--- src/rtl/qseq_if.sv ---
// Sequencer-to-datapath bundle for the multiply/divide microsequencer.
// All signals are level-sampled on the rising clock edge; no valid/ready handshake is involved.
interface qseq_if;
  logic       start;
  logic       op_div;
  logic [5:0] count;
  logic       step_en;
  logic       q0;
  logic       alu_sign;
  logic       abort;
  logic       qs1;
  logic       qs0;
  logic       alu_add;
  logic       alu_sub;
  logic       q_in;
  logic       busy;
  logic       done;
  logic [5:0] remaining;
  logic [1:0] state_dbg;

  modport master (
    output start, op_div, count, step_en, q0, alu_sign, abort,
    input  qs1, qs0, alu_add, alu_sub, q_in, busy, done, remaining, state_dbg
  );

  modport slave (
    input  start, op_div, count, step_en, q0, alu_sign, abort,
    output qs1, qs0, alu_add, alu_sub, q_in, busy, done, remaining, state_dbg
  );
endinterface

--- src/rtl/qseq.sv ---
// Shift-and-add multiply / non-restoring divide microsequencer driving the Q-register
// shift select and ALU add/subtract controls.
module qseq (
  input  logic   clk,
  input  logic   reset,
  qseq_if.slave  bus
);
  typedef enum logic [1:0] {
    IDLE = 2'd0,
    INIT = 2'd1,
    STEP = 2'd2,
    DONE = 2'd3
  } state_t;

  state_t     state_r, state_nx;
  logic [5:0] remaining_r, remaining_nx;
  logic       sign_r, sign_nx;
  logic       div_r, div_nx;
  logic [5:0] norm_count;
  logic [1:0] qs;
  logic       alu_add, alu_sub, q_in, busy, done;

  // Zero and anything beyond 32 both mean a full 32-step sequence.
  always_comb begin
    norm_count = bus.count;
    if (bus.count == 6'd0 || bus.count > 6'd32) norm_count = 6'd32;
  end

  always_ff @(posedge clk or negedge reset) begin
    if (!reset) begin
      state_r     <= IDLE;
      remaining_r <= 6'd0;
      sign_r      <= 1'b0;
      div_r       <= 1'b0;
    end else begin
      state_r     <= state_nx;
      remaining_r <= remaining_nx;
      sign_r      <= sign_nx;
      div_r       <= div_nx;
    end
  end

  always_comb begin
    state_nx     = state_r;
    remaining_nx = remaining_r;
    sign_nx      = sign_r;
    div_nx       = div_r;
    qs           = 2'b00;
    alu_add      = 1'b0;
    alu_sub      = 1'b0;
    q_in         = 1'b0;
    busy         = 1'b0;
    done         = 1'b0;
    case (state_r)
      IDLE: begin
        if (bus.start) begin
          div_nx       = bus.op_div;
          remaining_nx = norm_count;
          state_nx     = INIT;
        end
      end
      INIT: begin
        qs       = 2'b11;
        busy     = 1'b1;
        sign_nx  = 1'b0;
        state_nx = STEP;
      end
      STEP: begin
        busy = 1'b1;
        if (bus.step_en) begin
          if (div_r) begin
            // Non-restoring: the previous result's sign picks add vs subtract.
            qs      = 2'b01;
            alu_sub = ~sign_r;
            alu_add = sign_r;
            q_in    = ~bus.alu_sign;
            sign_nx = bus.alu_sign;
          end else begin
            qs      = 2'b10;
            alu_add = bus.q0;
          end
          if (remaining_r != 6'd0) remaining_nx = remaining_r - 6'd1;
          if (remaining_r <= 6'd1) state_nx = DONE;
        end
      end
      DONE: begin
        busy         = 1'b1;
        done         = 1'b1;
        remaining_nx = 6'd0;
        state_nx     = IDLE;
      end
      default: state_nx = IDLE;
    endcase
    // Abort only redirects the next state; this cycle's decoded outputs stand.
    if (bus.abort) begin
      state_nx     = IDLE;
      remaining_nx = 6'd0;
      sign_nx      = sign_r;
      div_nx       = div_r;
    end
  end

  assign bus.qs1       = qs[1];
  assign bus.qs0       = qs[0];
  assign bus.alu_add   = alu_add;
  assign bus.alu_sub   = alu_sub;
  assign bus.q_in      = q_in;
  assign bus.busy      = busy;
  assign bus.done      = done;
  assign bus.remaining = remaining_r;
  assign bus.state_dbg = state_r;
endmodule

--- src/flat_wrapper.sv ---
// flat-port wrapper written by rule: the top's interface ports become plain ports
module qseq_flat 
  (clk, reset, bus_start, bus_op_div, bus_count, bus_step_en, bus_q0, bus_alu_sign, bus_abort, bus_qs1, bus_qs0, bus_alu_add, bus_alu_sub, bus_q_in, bus_busy, bus_done, bus_remaining, bus_state_dbg);
  qseq_if bus_i ();
  input  logic clk;
  input  logic reset;
  input wire logic [$bits(bus_i.start)-1:0] bus_start;
  input wire logic [$bits(bus_i.op_div)-1:0] bus_op_div;
  input wire logic [$bits(bus_i.count)-1:0] bus_count;
  input wire logic [$bits(bus_i.step_en)-1:0] bus_step_en;
  input wire logic [$bits(bus_i.q0)-1:0] bus_q0;
  input wire logic [$bits(bus_i.alu_sign)-1:0] bus_alu_sign;
  input wire logic [$bits(bus_i.abort)-1:0] bus_abort;
  output wire logic [$bits(bus_i.qs1)-1:0] bus_qs1;
  output wire logic [$bits(bus_i.qs0)-1:0] bus_qs0;
  output wire logic [$bits(bus_i.alu_add)-1:0] bus_alu_add;
  output wire logic [$bits(bus_i.alu_sub)-1:0] bus_alu_sub;
  output wire logic [$bits(bus_i.q_in)-1:0] bus_q_in;
  output wire logic [$bits(bus_i.busy)-1:0] bus_busy;
  output wire logic [$bits(bus_i.done)-1:0] bus_done;
  output wire logic [$bits(bus_i.remaining)-1:0] bus_remaining;
  output wire logic [$bits(bus_i.state_dbg)-1:0] bus_state_dbg;
  assign bus_i.start = bus_start;
  assign bus_i.op_div = bus_op_div;
  assign bus_i.count = bus_count;
  assign bus_i.step_en = bus_step_en;
  assign bus_i.q0 = bus_q0;
  assign bus_i.alu_sign = bus_alu_sign;
  assign bus_i.abort = bus_abort;
  assign bus_qs1 = bus_i.qs1;
  assign bus_qs0 = bus_i.qs0;
  assign bus_alu_add = bus_i.alu_add;
  assign bus_alu_sub = bus_i.alu_sub;
  assign bus_q_in = bus_i.q_in;
  assign bus_busy = bus_i.busy;
  assign bus_done = bus_i.done;
  assign bus_remaining = bus_i.remaining;
  assign bus_state_dbg = bus_i.state_dbg;
  qseq u_core (.clk(clk), .reset(reset), .bus(bus_i));
endmodule
--- config.mk ---
export PLATFORM = sky130hd
export DESIGN_NAME = qseq_flat
export DESIGN_NICKNAME = d
export VERILOG_FILES = /design/src/rtl/qseq_if.sv /design/src/rtl/qseq.sv /design/src/flat_wrapper.sv
export SDC_FILE = /design/constraint.sdc
export NUM_CORES = 1
export LEC_CHECK = 0
export ABC_AREA = 1
export BUFFER_PORTS_ARGS = -buffer_cell sky130_fd_sc_hd__buf_2
export CELL_PAD_IN_SITES_DETAIL_PLACEMENT = 1
export CELL_PAD_IN_SITES_GLOBAL_PLACEMENT = 2
export CORE_ASPECT_RATIO = 2
export CORE_MARGIN = 2
export CORE_UTILIZATION = 27
export DETAILED_ROUTE_END_ITERATION = 8
export PLACE_DENSITY = 0.8
export SLEW_MARGIN = 10
export SYNTH_ARGS = -nofsm -noshare
export SYNTH_HDL_FRONTEND = slang
export SYNTH_SLANG_ARGS = --single-unit
--- constraint.sdc ---
create_clock -name clk -period 3.85 [get_ports clk]
set_clock_uncertainty 0.15 [all_clocks]
set_input_delay 0.77 -clock clk [delete_from_list [all_inputs] [get_ports clk]]
set_output_delay 0.77 -clock clk [all_outputs]
set_load 0.02 [all_outputs]
# ---- After elaboration in Yosys (flattened, before gate mapping)
# Cells that the tools add are included.
dict set report op_classes {
  n_reduce_logical 11
  muxes 28
  addsub 1
  div_mod_pow 0
  n_eq_ne 9
  n_lt_le_gt_ge 2
  n_bitwise 3
  n_mul 0
  shift 0
}
# operator count
set ops {}
lappend ops {{$mux W6} 5}
lappend ops {{$pmux W6 S3} 1}
lappend ops {{$mux W1} 13}
lappend ops {{$mux W2} 6}
lappend ops {{$pmux W2 S4} 1}
lappend ops {{$reduce_and A4 Y1} 2}
lappend ops {{$gt A6 B6 Y1 const B} 1}
lappend ops {{$le A6 B1 Y1 const B} 1}
lappend ops {{$logic_not A6 Y1} 1}
lappend ops {{$ne A3 B2 Y1 const B} 2}
lappend ops {{$ne A3 B3 Y1 const B} 2}
lappend ops {{$reduce_and A3 Y1} 2}
lappend ops {{$reduce_bool A6 Y1} 1}
lappend ops {{$sub A6 B1 Y6 const B} 1}
lappend ops {{$eq A2 B2 Y1 const B} 2}
lappend ops {{$pmux W2 S2} 1}
lappend ops {{$reduce_bool A4 Y1} 1}
lappend ops {{$not A1 Y1} 3}
lappend ops {{$reduce_or A3 Y1} 1}
lappend ops {{$eq A2 B1 Y1 const B} 1}
lappend ops {{$logic_not A2 Y1} 1}
lappend ops {{$ne A2 B1 Y1 const B} 1}
lappend ops {{$ne A2 B2 Y1 const B} 1}
lappend ops {{$pmux W1 S2} 1}
lappend ops {{2 further kinds} 2}
dict set report totals {
  mem_bits_rw 0
  romBits 0
  latch_bits 0
  out_inout_bits 15
  in_bits 14
  n_memories 0
  regBits 10
  word_cells 58
}

# ---- Depth between registers and ports, before layout
# Gate-level depths: netlist of the first run.
dict set report depth {
  depth_word 6
  mapped_depth 12
  ltp_nobuf 11
}

# ---- Worst setup path after synthesis of the first run
# OpenSTA, ideal clock, no wires.
dict set report synth_path {
  path_kind {register to output}
  from {register u_core.state_r[0] (netlist: u_core.bus.state_dbg[0])}
  to {output port bus_alu_add}
  stages_incl_launch_ff 6
  setup_slack_ps 1454
  t_arrival_ps 1476
  t_required_ps 2930
  path_cell_list {dfrtp_1 inv_1 ha_1 buf_4 nand3_1 o21ai_0}
}
dict set report synth_via {
  elab_chain_cells 2
}
# element line
set synth_lines {}
lappend synth_lines {{start: declaration} qseq.sv:15} ;# state_t state_r, state_nx;
lappend synth_lines {{start signal: assignment} qseq.sv:36} ;# state_r <= state_nx;
lappend synth_lines {{$eq A2 B2 Y1} qseq.sv:54} ;# case (state_r)
lappend synth_lines {{$mux W1} qseq.sv:54}
lappend synth_lines {{end: declaration} flat_wrapper.sv:16} ;# output wire logic [$bits(bus_i.alu_add)-1:0] bus_alu_add;
# Every way passes these cells.

# ---- Worst setup path after layout of the first run
# Ends and elaborated chain as after synthesis.

==> results.toml, run 1 <==
[finish]
fillers = 412
finish.utilization_pct = 35.3
nets = 177
final_area_mm2 = 0.00105
areaGrowthSynthToFinish_pct = 25.2
drive_gt1_share_pct = 28.4
diodes = 0

[cts]
cts_sinks = 10
clk_pin_slew_worst_paths_ns = 0.05
clockBufferDepth = 2
ctsHtreeMaxLevel = 1
clkLatencyLatePin_ns = 0.24
cts_root_buf = "clkbuf_8"
cts_setup_buffers = 0
postCtsHoldBufs = 0
cts_buffers = 3
cts_resized = 0
cts_tree = "yes"

[detailed_routing]
via_per_inst = 4.97
num_vias = 919
wl_per_cell_um = 13.3
dr.pass1.iters = 4
routed_wl_um = 2460
dr.first_iter.drc_count = 4
drtAntennaViolNets = 0
drc = 0

[sta]
finalHoldViolCount = 0
setup_viol = 0
fin_setup_tns_ns = 0
fmax_mhz = 345
rsz0062_at_grt = "false"
timing.final.crit_share_pct = 75.2
holdWs_ns = 0.250
slew_headroom_pct = 67.9
maxSlewViolCount = 0
period_needed_ns = 2.90
worstMarginPinSlew_ns = 0.481

[critical_path]
reg2regPathDepth = 11
slowest_delay_ns = 0.47
rrSetupSlack_ns = 1.89
crit_slowest_cell = "ha_1"
critPathLaunchType = "register"
crit_top_cell = "inv_1"
crit_arrival_ns = 1.98
worstReg2RegEnd = "u_core.bus.remaining[4]$_DFFE_PN0P_"
worstReg2RegStart = "u_core.bus.state_dbg[0]$_DFFE_PN0P_"
path_class = "register to primary output"
crit_fanout = 10
crit_required_ns = 2.93
crit_chain = "inv_1, ha_1, nand3_1, inv_1, nand2_1, o21ai_0, buf_2"
setup.worst_path.end_class = "primary output"

[logic_synthesis]
synth_top_area_share_pct = 29.8
syn_area_um2 = 840
synthDistinctLibCells = 19
syn-num-nets = 145
synth_area_per_cell_um2 = 6.72
seq_area_frac_synth_pct = 29.8
yosysWarnings = 0
yosys.area.top_type = "dfrtp_1"
synthTopCellsByArea = "dfrtp_1 30%, nand2_1 15%, ha_1 8.9%"
ys_ff_latch = 10
postSynthCellCount = 125

[placed_design]
placed_area_mm2 = 0.00101
dp_hpwl_um = 2080
portBuffers = 28
gp_congestion = 0.806

[hold_path]
hold_path.class = "primary input to async pin"

[grt]
grt_max_degree = 11
groute.usage.overall_pct = 15.3
grt_overflow_total = 0
grt_pass1_wl_um = 4220
antenna_found_initial = 0
grt_pass1_vias = 939

[run]
cap_violations = 0

[floorplan]
die_width_um = 43.4
io_pins = 29
die-area_mm2 = 0.00360
core_mm2 = 0.00298
num_rows = 28
die_y_um = 82.9
start_util_pct = 28.2

[power]
vdd_drop_max_mv = 0.299
powerDensity_mw_per_mm2 = 844
leakage_nw = 0.601

[status]
outcome = "completed"
[cell type report]
class                   instances  area, um2  share of cell area [%]
clock buffers                   3       41.3                    3.93
well taps                      30       37.5                    3.57
flip-flops and latches         10        250                    23.8
repair buffers                 28        140                    13.3
inverters                      18       70.1                    6.67
multi-input cells              96        512                    48.7
[worst max path at each step]
| stage | depth (start not counted) | startpoint | slack (ns) | end |
|---|---|---|---|---|
| 2_1_floorplan | 5 | u_core.bus.state_dbg[0]$_DFFE_PN0P_ | 1.45 | bus_alu_add |
| 3_3_place_gp | 7 | u_core.bus.state_dbg[0]$_DFFE_PN0P_ | 1.31 | bus_alu_add |
| 3_5_place_dp | 7 | u_core.bus.state_dbg[0]$_DFFE_PN0P_ | 1.18 | bus_alu_add |
| 4_1_cts | 7 | u_core.bus.state_dbg[0]$_DFFE_PN0P_ | 0.93 | bus_alu_add |
| 5_1_grt | 7 | u_core.bus.state_dbg[0]$_DFFE_PN0P_ | 0.72 | bus_alu_add |
| 6_report | 7 | u_core.bus.state_dbg[0]$_DFFE_PN0P_ | 0.95 | bus_alu_add |
[routing by layer]
metal,vias to the layer above,track usage (%),part of all wire [%]
li1,461,-,-
met1,428,15.4,35
met2,25,29.0,58
met3,5,2.17,4.5
met4,0,6.61,2.1
met5,-,0,0
[worst max-delay path, delay by kind of cell (launching register included)]
family,cells,cell delay [ns]
compound gates,1,0.07
buf+inv,3,0.46
fa+ha+maj,1,0.47
flops,1,0.41
simple gates,2,0.33
[sequential cells by signal, summed over array words and instances (netlist names)]
register,flops
u_core.bus.remaining,6
u_core.bus.state_dbg,2
u_core.div_r,1
u_core.sign_r,1
[cell usage in the layout (no fill, tap or decap), types with 6 or more instances in the layout]
| cell type | instances |
|---|---|
| o21ai_0 | 6 |
| nand3_1 | 15 |
| ha_1 | 6 |
| inv_1 | 14 |
| dfrtp_1 | 10 |
| a21oi_1 | 6 |
| nor2_1 | 13 |
| buf_2 | 28 |
| nand2_1 | 34 |
[per-stage QoR]
step                setup slack, ns  cells  total power, mW
finish                        0.953    185            0.887
global route                  0.718    185            0.981
CTS                           0.930    185            0.904
detailed placement             1.18    182            0.789
global placement               1.31    182            0.776
floorplan                      1.45    125            0.620
[cells in the mapped netlist]
cell type  count
o21ai_1        4
nor2_1        13
a21oi_1        6
inv_1         14
nand2_2        2
or2_2          1
nand4_1        1
nand2_1       34
inv_2          3
nor2_4         4
nand3_1       15
inv_4          1
nand3b_1       1
dfrtp_1       10
ha_1           6
buf_4          1
o21a_1         1
nand3_2        2
o21ai_0        6
[power breakdown]
| group | switching (mW) | internal [mW] |
|---|---|---|
| Combinational | 0.377 | 0.191 |
| Sequential | 0.0579 | 0.150 |
| Clock | 0.0425 | 0.0686 |
| Total | 0.477 | 0.410 |
[cells by family after synthesis]
kind of cell / Yosys count / synth area share [%]
compound gates: 17 / 10.4
fa+ha+maj: 6 / 8.94
buf+inv: 19 / 9.24
flops: 10 / 29.8
simple gates: 73 / 41.6
(Power assumes the default switching activity.)
==> inputs of run 2 (changes only) <==
ABC_AREA = 0   (was 1)
PLACE_DENSITY = 0.75   (was 0.8)
clock period = 2.73 ns   (was 3.85 ns; I/O delays follow)
==> run 2 against run 1 <==
Effect of this change: final cell count decreased by 25%; combinational power increased by 25%; die area decreased by 11%; via count decreased by 18%; worst hold slack got worse by 0.23 ns; flip-flop and latch count unchanged; wire length decreased by 7.3%; sequential share of layout area increased by 2.3 points.
==> results.toml, run 2 <==
[floorplan]
die-area_mm2 = 0.00319
num_rows = 26
core_mm2 = 0.00257
io_pins = 29
die_y_um = 77.9
die_width_um = 41.0
start_util_pct = 28.7

[cts]
cts_root_buf = "clkbuf_8"
postCtsHoldBufs = 0
cts_sinks = 10
cts_buffers = 3
clk_pin_slew_worst_paths_ns = 0.05
cts_resized = 0
ctsHtreeMaxLevel = 1
cts_setup_buffers = 0
clockBufferDepth = 2
cts_tree = "yes"
clkLatencyLatePin_ns = 0.24

[power]
power_mw = 1.20
vdd_drop_max_mv = 0.376
powerDensity_mw_per_mm2 = 1260
leakage_nw = 0.483

[logic_synthesis]
syn_area_um2 = 738
yosysWarnings = 0
synth_most_common_cell = "dfrtp_1"
ys_ff_latch = 10
synth_top_area_share_pct = 33.9
synth_ff_type = "dfrtp_1"
syn-num-nets = 99
yosys.area.top_type = "dfrtp_1"
seq_area_frac_synth_pct = 33.9
synth_area_per_cell_um2 = 9.34
yosys-top-cells-count = "10 x dfrtp_1, 8 x inv_1, 7 x a21oi_1"
synthDistinctLibCells = 31
synth-edff-count = 0
synth-async-reset-ratio_pct = 100
postSynthCellCount = 79
synthTopCellsByArea = "dfrtp_1 34%, ha_1 10%, a21oi_1 4.7%"

[critical_path]
reg2regPathDepth = 6
crit_arrival_ns = 1.79
rrSetupSlack_ns = 0.45
path_class = "register to primary output"
critPathLaunchType = "register"
crit_required_ns = 2.03
crit_fanout = 14
setup.worst_path.end_class = "primary output"

[sta]
setup_viol = 0
rsz0062_at_grt = "false"
finalHoldViolCount = 0
fin_setup_tns_ns = 0
timing.final.crit_share_pct = 90.9
worstMarginPinSlew_ns = 0.623
slew_headroom_pct = 58.1
setup_slack_ns = 0.248
fmax_mhz = 403
period_needed_ns = 2.48
maxSlewViolCount = 0

[detailed_routing]
wl_per_cell_um = 16.5
routed_wl_um = 2280
num_vias = 757
via_per_inst = 5.49
drc = 0
dr.pass1.iters = 4
drtAntennaViolNets = 0
dr.first_iter.drc_count = 15

[placed_design]
portBuffers = 28
post-place-ws_ns = 0.444
dp_hpwl_um = 1870
gp_congestion = 0.735

[finish]
diodes = 0
largest_register_ffs = 6
nets = 131
fillers = 328
final_common_cell = "buf_2"
drive_gt1_share_pct = 35.5
final_cell_mix = "28 x buf_2, 10 x dfrtp_1, 8 x inv_1, 7 x a21oi_1"
areaGrowthSynthToFinish_pct = 29.7

[grt]
antenna_found_initial = 0
grt_pass1_vias = 806
groute.usage.overall_pct = 16.4
grt_pass1_wl_um = 3590
grt_overflow_total = 0
grt_max_degree = 15

[run]
cap_violations = 0

[hold_path]
hold_path.class = "primary input to async pin"

[status]
outcome = "completed"
-- run 2: changes by cell type in the layout (fill, tap and decap cells not counted), moves of 6 or more --
cell | previous run | this run
nand2_1 | 34 | 3
nor2_1 | 13 | 6
inv_1 | 14 | 8
nand3_1 | 15 | 3
-- run 2: cell type report --
class | count | area (um2) | share of cell area, %
multi-input combinational | 60 | 447 | 46.7
sequential | 10 | 250 | 26.1
timing repair buffer | 28 | 140 | 14.6
clock buffer | 4 | 55.1 | 5.75
tap | 28 | 35.0 | 3.66
inverter | 8 | 30.0 | 3.14
-- run 2: worst paths after layout --
kind | start | to
hold reg to reg | u_core.sign_r$_DFFE_PN0P_ | u_core.sign_r$_DFFE_PN0P_
min in group clk | bus_op_div | u_core.div_r$_DFFE_PN0P_
setup reg to reg | u_core.bus.state_dbg[0]$_DFFE_PN0P_ | u_core.bus.remaining[0]$_DFFE_PN0P_
max in group asynchronous | reset | u_core.bus.remaining[0]$_DFFE_PN0P_
hold / removal | reset | u_core.bus.remaining[2]$_DFFE_PN0P_
setup / recovery | u_core.bus.state_dbg[0]$_DFFE_PN0P_ | bus_qs1
-- run 2: routing by layer --
layer / GRT usage (%) / share of wire, %
met4: 6.00 / 1.4
met5: 0 / 0
met2: 29.1 / 57
met1: 16.6 / 36
met3: 3.71 / 5.9
-- run 2: per-stage QoR --
step                utilization [%]  hold WS (ns)  cell area (um2)  cells
floorplan                         -         0.100              738     79
global placement               35.1         0.288              902    134
detailed placement             35.1         0.291              902    134
CTS                            37.2        0.0334              957    138
global route                   37.2        0.0415              957    138
finish                         37.2        0.0206              957    138
-- run 2: cell families after synthesis --
| group | after synthesis | synth area share [%] |
|---|---|---|
| AO/OA/AOI/OAI | 25 | 25.1 |
| XOR/XNOR | 2 | 2.37 |
| adder cells (fa/ha/maj) | 6 | 10.2 |
| buffers and inverters | 9 | 5.59 |
| flip-flops | 10 | 33.9 |
| multiplexers | 4 | 5.76 |
| AND/OR/NAND/NOR | 23 | 17.1 |
-- run 2: power by group --
| group | leakage (nW) | total, mW | switching (mW) | internal (mW) |
|---|---|---|---|---|
| combinational | 0.321 | 0.711 | 0.412 | 0.299 |
| sequential | 0.133 | 0.298 | 0.0904 | 0.207 |
| clock | 0.0288 | 0.193 | 0.0653 | 0.127 |
-- run 2: critical path: stages (launching register included) --
cell	delay (ns)
dfrtp_1	0.42
inv_1	0.10
ha_1	0.45
nand2_1	0.18
nor2_1	0.14
o21a_1	0.11
buf_2	0.15
